$ cat src/rtl/dmem_responder.sv
// Byte-addressable data memory that answers one load/store at a time after a
// fixed number of wait states, with RISC-V sized/signed access decoding.
module dmem_responder #(
    parameter int DATA_W      = 32,
    parameter int DM_ADDRESS  = 9,
    parameter int WAIT_CYCLES = 2
) (
    input  logic                  clk,
    input  logic                  reset,
    input  logic                  req_valid,
    output logic                  req_ready,
    input  logic                  req_we,
    input  logic [DM_ADDRESS-1:0] req_addr,
    input  logic [DATA_W-1:0]     req_wdata,
    input  logic [2:0]            req_funct3,
    output logic                  rsp_valid,
    output logic [DATA_W-1:0]     rsp_rdata,
    output logic                  rsp_err,
    output logic                  busy
);
    localparam int LANES   = DATA_W / 8;
    localparam int WORD_AW = DM_ADDRESS - 2;
    localparam int DEPTH   = 1 << WORD_AW;

    typedef enum logic [1:0] {IDLE, WAIT, RESP} state_t;

    state_t                  state_reg, state_next;
    logic [2:0]              cnt_reg, cnt_next;
    logic                    we_reg;
    logic [DM_ADDRESS-1:0]   addr_reg;
    logic [DATA_W-1:0]       wdata_reg;
    logic [2:0]              funct3_reg;
    logic                    err_reg;

    logic                    accept;
    logic                    enter_resp;
    logic                    in_idle;
    logic                    cur_we;
    logic [DM_ADDRESS-1:0]   cur_addr;
    logic [DATA_W-1:0]       cur_wdata;
    logic [2:0]              cur_funct3;
    logic                    cur_err;
    logic [LANES-1:0]        be;
    logic [DATA_W-1:0]       wr_data;
    logic                    mem_we;
    logic [WORD_AW-1:0]      word_idx;
    logic [DATA_W-1:0]       rd_word;
    logic [DATA_W-1:0]       byte_sel;
    logic [DATA_W-1:0]       half_sel;
    logic [DATA_W-1:0]       load_data;

    assign accept     = req_valid && req_ready;
    assign enter_resp = (state_next == RESP) && (state_reg != RESP) && !reset;

    // With zero wait states the access completes on the accept edge itself,
    // so the memory port must see the live request instead of the latched one.
    assign in_idle    = (state_reg == IDLE);
    assign cur_we     = in_idle ? req_we     : we_reg;
    assign cur_addr   = in_idle ? req_addr   : addr_reg;
    assign cur_wdata  = in_idle ? req_wdata  : wdata_reg;
    assign cur_funct3 = in_idle ? req_funct3 : funct3_reg;
    assign word_idx   = cur_addr[DM_ADDRESS-1:2];

    always_ff @(posedge clk) begin
        if (reset) begin
            state_reg <= IDLE;
            cnt_reg   <= 3'd0;
        end else begin
            state_reg <= state_next;
            cnt_reg   <= cnt_next;
        end
    end

    always_comb begin
        state_next = state_reg;
        cnt_next   = cnt_reg;
        case (state_reg)
            IDLE: begin
                if (accept) begin
                    if (WAIT_CYCLES == 0) begin
                        state_next = RESP;
                    end else begin
                        state_next = WAIT;
                        cnt_next   = 3'(WAIT_CYCLES);
                    end
                end
            end
            WAIT: begin
                cnt_next = cnt_reg - 3'd1;
                if (cnt_reg == 3'd1) state_next = RESP;
            end
            RESP:    state_next = IDLE;
            default: state_next = IDLE;
        endcase
    end

    always_comb begin
        req_ready = 1'b0;
        busy      = 1'b0;
        rsp_valid = 1'b0;
        rsp_err   = 1'b0;
        rsp_rdata = '0;
        if (!reset) begin
            case (state_reg)
                IDLE: req_ready = 1'b1;
                WAIT: busy = 1'b1;
                RESP: begin
                    busy      = 1'b1;
                    rsp_valid = 1'b1;
                    rsp_err   = err_reg;
                    if (!we_reg && !err_reg) rsp_rdata = load_data;
                end
                default: ;
            endcase
        end
    end

    always_ff @(posedge clk) begin
        if (accept) begin
            we_reg     <= req_we;
            addr_reg   <= req_addr;
            wdata_reg  <= req_wdata;
            funct3_reg <= req_funct3;
        end
    end

    always_ff @(posedge clk) begin
        if (reset)           err_reg <= 1'b0;
        else if (enter_resp) err_reg <= cur_err;
    end

    // funct3[2] is only legal for the unsigned loads LBU/LHU.
    always_comb begin
        cur_err = 1'b0;
        case (cur_funct3[1:0])
            2'd1:    cur_err = cur_addr[0];
            2'd2:    cur_err = |cur_addr[1:0];
            2'd3:    cur_err = 1'b1;
            default: cur_err = 1'b0;
        endcase
        if (cur_funct3[2] && (cur_we || cur_funct3[1])) cur_err = 1'b1;
    end

    always_comb begin
        be      = '0;
        wr_data = cur_wdata;
        case (cur_funct3[1:0])
            2'd0: begin
                be[cur_addr[1:0]] = 1'b1;
                wr_data           = {LANES{cur_wdata[7:0]}};
            end
            2'd1: begin
                be[{cur_addr[1], 1'b0} +: 2] = 2'b11;
                wr_data                      = {(LANES/2){cur_wdata[15:0]}};
            end
            default: be = '1;
        endcase
    end

    assign mem_we = enter_resp && cur_we && !cur_err;

    for (genvar gi = 0; gi < LANES; gi++) begin : g_lane
        logic [7:0] mem [DEPTH];
        logic [7:0] rd_lane_reg;

        always_ff @(posedge clk) begin
            if (mem_we && be[gi]) mem[word_idx] <= wr_data[gi*8 +: 8];
            if (enter_resp)       rd_lane_reg   <= mem[word_idx];
        end

        assign rd_word[gi*8 +: 8] = rd_lane_reg;
    end

    assign byte_sel = rd_word >> {addr_reg[1:0], 3'b000};
    assign half_sel = rd_word >> {addr_reg[1], 4'b0000};

    always_comb begin
        load_data = rd_word;
        case (funct3_reg)
            3'd0:    load_data = {{(DATA_W-8){byte_sel[7]}}, byte_sel[7:0]};
            3'd1:    load_data = {{(DATA_W-16){half_sel[15]}}, half_sel[15:0]};
            3'd4:    load_data = {{(DATA_W-8){1'b0}}, byte_sel[7:0]};
            3'd5:    load_data = {{(DATA_W-16){1'b0}}, half_sel[15:0]};
            default: load_data = rd_word;
        endcase
    end

endmodule

$ cat config.mk
export PLATFORM = sky130hd
export DESIGN_NAME = dmem_responder
export DESIGN_NICKNAME = d
export VERILOG_FILES = /design/src/rtl/dmem_responder.sv
export SDC_FILE = /design/constraint.sdc
export NUM_CORES = 2
export LEC_CHECK = 0
export BUFFER_PORTS_ARGS = -buffer_cell sky130_fd_sc_hd__buf_4
export CAP_MARGIN = 40
export CELL_PAD_IN_SITES_DETAIL_PLACEMENT = 1
export CELL_PAD_IN_SITES_GLOBAL_PLACEMENT = 2
export CORE_ASPECT_RATIO = 0.5
export CORE_MARGIN = 5
export CORE_UTILIZATION = 45
export DETAILED_ROUTE_END_ITERATION = 10
export GPL_TIMING_DRIVEN = 0
export PLACE_DENSITY_LB_ADDON = 0.1
export SLEW_MARGIN = 40
export SYNTH_ARGS = -nofsm -noshare
export SYNTH_HDL_FRONTEND = slang
export SYNTH_SLANG_ARGS = --single-unit
$ cat constraint.sdc
create_clock -name clk -period 13.24 [get_ports clk]
set_input_delay 2.648 -clock clk [delete_from_list [all_inputs] [get_ports clk]]
set_output_delay 2.648 -clock clk [all_outputs]
set_load 0.02 [all_outputs]
==> metrics.txt <==
final routed wirelength across all metal layers=approximately 600000 µm; # Max-Cap Violations=0; proportion of synthesized chip area in sequential cells=0.767; reported leakage power=around 63 nW; synth top area cells=sky130_fd_sc_hd__edfxtp_1 77%, sky130_fd_sc_hd__mux2i_1 13%, sky130_fd_sc_hd__o22ai_1 4.0%; Clock Root Buffer=sky130_fd_sc_hd__clkbuf_16; final worst-path cycle share=0.669; HPWL Detailed=around 450000 µm; Post-CTS Hold Fix Bufs=0; Worst IR Drop VDD=0.123 mV; fraction of synthesized cell area taken by the top area cell type=0.767; accumulated negative setup slack=0 ns; Arrival @ worst endpoint=a little over 6 ns; effective utilization at floorplan=0.452; final routed DRC violation total=0; worst slack at placement=~4.5 ns; violation count after the first detailed-routing iteration=13900; pin count of the biggest net entering global routing=60; Max transition margin=0.288; count of boundary I/O pins=between 80 and 90; first-pass GRT wire length=roughly 790000 µm; final weighted congestion of routability-driven global placement=0.963; net count after synthesis=9564; number of synthesized register bits=roughly 4200; leading cell types in the layout, fill and taps excluded=4173 x sky130_fd_sc_hd__edfxtp_1, 2070 x sky130_fd_sc_hd__mux2i_1, 1040 x sky130_fd_sc_hd__o22ai_1; Core Footprint=about 0.36 mm²; Critical Path Sink Type=output port; die height=~440 µm; Worst Tran Pin Value=between 1 and 1.5 ns; die outline width=between 800 and 900 µm; post-layout instance count excluding filler cells=~15000; maximum clock frequency=113 MHz; maximum count of clock buffers along a single path=4; number of warning messages in the yosys log=0; CTS sink count=4179; WS Path Type=in2out; number of rows in the core area=156; Worst setup SP type=input port; detailed-route wire length per cell=38.6 µm; cts bufs inserted=377; total global routing overflow=0; number of nets at the end of the flow=slightly above 10000; number of flip-flops under the largest register name=4096; run status=complete, no violations; total power per unit cell area=around 160 mW/mm²; required time worst endpoint=10.59 ns; fraction of final layout cells with drive strength greater than 1=0.156; endpoints failing setup=0; pins over their slew limit=0; initial antenna violation count=about 110; clock transition time at the flip-flop clock pins of the worst setup and hold paths=around 0.060 ns; GRT Resource Usage Total=0.309; # resized after CTS=0; minimum clock period after layout=8.86 ns; Critical Path Slowest Stage Cell=sky130_fd_sc_hd__nor2b_1; number of synthesized flops with an enable pin=between 4000 and 5000; distinct cell type count of the synthesized netlist=between 40 and 50; Max Clock Skew=around 0.064 ns; maximum fanout along the worst path=10; Cell Count Post-Placement=roughly 15000; Post-synth top flop=sky130_fd_sc_hd__edfxtp_1; number of input and output port buffers inserted=82; total chip power=roughly 30 mW; post-synthesis instance area=0.163 mm²; layout overhead on the synthesized area=15.8%; H-Tree Level Count=5; later-pin clock latency in the skew report=slightly below 1 ns; commonest non-fill, non-tap cell in the layout=sky130_fd_sc_hd__edfxtp_1; crit path setup slack, layout=about 4.4 ns; proportion of synthesized flip-flops having asynchronous set or reset=0; cell type contributing the most total cell area after synthesis=sky130_fd_sc_hd__edfxtp_1; delay of the slowest critical-path stage=around 0.76 ns; total number of vias=just under 100k; number of detailed-route iterations in the first pass=9; Critical Path, Cell by Cell=clkbuf_1 -> nor2b_1 -> nand2_1 -> a21oi_1 -> o21ai_1 -> clkbuf_1 -> a21oi_1 -> buf_4; final hold violations=0; unrepaired setup endpoints after global routing=false; detail-routed via count per cell=about 6.3; Die Outline Area=between 0.3 and 0.4 mm²; post-route antenna net violation count=0; CTS tree=built; Setup Fix Bufs, Post-CTS=0; instance count of the mapped netlist=about 9500; path category of the worst min-delay check=reg2reg; Avg Synthesized Cell Area=about 17 µm²; number of global-route vias before repair=around 93000
==> metrics by stage <==
step | util | hold WS [ns] | instance area, µm²
5_1_grt | 0.523 | 0.524 | 189000
3_5_place_dp | 0.488 | 0.483 | 176000
3_3_place_gp | 0.471 | 0.465 | 170000
6_report | 0.523 | 0.489 | 189000
2_1_floorplan | - | 0.449 | 163000
4_1_cts | 0.522 | 0.491 | 189000
==> routing by layer <==
metal,vias to the layer above,GRT usage,wire length (µm),part of all wire
met2,5164,0.449,255000,0.43
met1,51600,0.457,258000,0.43
met4,34,0.0874,19100,0.032
met5,-,0.00762,416,0.00070
met3,781,0.0847,64900,0.11
li1,39600,-,-,-
==> logic make-up after synthesis <==
group,Yosys count,synth area share
flip-flops,4179,0.767
adder cells (fa/ha/maj),5,0.000383
multiplexers,2082,0.128
buffers and inverters,653,0.0186
AND/OR/NAND/NOR,805,0.0197
AO/OA/AOI/OAI,1787,0.0663
==> layout make-up <==
type,instances,area (µm²)
Antenna cell,117,293
Buffer,617,3050
Clock buffer,463,10000
Clock inverter,212,2260
Fill cell,32900,172000
Inverter,36,135
Multi-Input combinational cell,4679,36900
Sequential cell,4179,125000
Tap cell,4819,6030
Timing Repair Buffer,352,5170
==> power by group <==
group | switching (mW) | leakage [nW] | internal, mW
combinational | 2.72 | 19.8 | 1.07
clock | 5.07 | 5.99 | 6.27
sequential | 0.00499 | 37.6 | 15.0
==> critical path: cells and delay by family <==
kind / cells / cell delay [ns]
simple gates: 2 / 1.27
buf+inv: 3 / 0.96
compound gates: 3 / 1.31
==> final timing paths <==
kind | startpoint | endpoint | slack, ns | cells after the start
worst min-delay path | cnt_reg[0]$_SDFFE_PP0P_ | cnt_reg[0]$_SDFFE_PP0P_ | 0.49 | 2
worst max-delay path | reset | rsp_rdata[23] | 4.38 | 8
worst min register to register | cnt_reg[0]$_SDFFE_PP0P_ | cnt_reg[0]$_SDFFE_PP0P_ | 0.49 | 2
worst max register to register | state_reg[0]$_SDFF_PP0_ | g_lane[2].rd_lane_reg[0]$_DFFE_PP_ | 7.33 | 12
==> cell usage after synthesis, types with 2 or more instances <==
library cell,number
sky130_fd_sc_hd__o21ai_1,143
sky130_fd_sc_hd__mux2_2,9
sky130_fd_sc_hd__nand3b_1,2
sky130_fd_sc_hd__buf_6,15
sky130_fd_sc_hd__a32oi_1,3
sky130_fd_sc_hd__edfxtp_1,4173
sky130_fd_sc_hd__nand3_1,3
sky130_fd_sc_hd__a31oi_1,2
sky130_fd_sc_hd__and2_1,2
sky130_fd_sc_hd__o211ai_1,8
sky130_fd_sc_hd__nand2_1,175
sky130_fd_sc_hd__nand2b_1,6
sky130_fd_sc_hd__ha_1,5
sky130_fd_sc_hd__clkbuf_1,206
sky130_fd_sc_hd__or4_1,32
sky130_fd_sc_hd__o22ai_1,1040
sky130_fd_sc_hd__a221oi_1,7
sky130_fd_sc_hd__inv_1,36
sky130_fd_sc_hd__buf_1,54
sky130_fd_sc_hd__nor2_1,565
sky130_fd_sc_hd__buf_2,322
sky130_fd_sc_hd__dfxtp_1,6
sky130_fd_sc_hd__buf_4,20
sky130_fd_sc_hd__o32a_1,2
sky130_fd_sc_hd__o21ai_0,407
sky130_fd_sc_hd__nor2b_1,7
sky130_fd_sc_hd__a21oi_1,34
sky130_fd_sc_hd__a2bb2oi_1,2
sky130_fd_sc_hd__a22oi_1,3
sky130_fd_sc_hd__a41oi_1,128
sky130_fd_sc_hd__mux2i_1,2072
sky130_fd_sc_hd__nor3_1,10
Power figures use the tool's default switching activity.
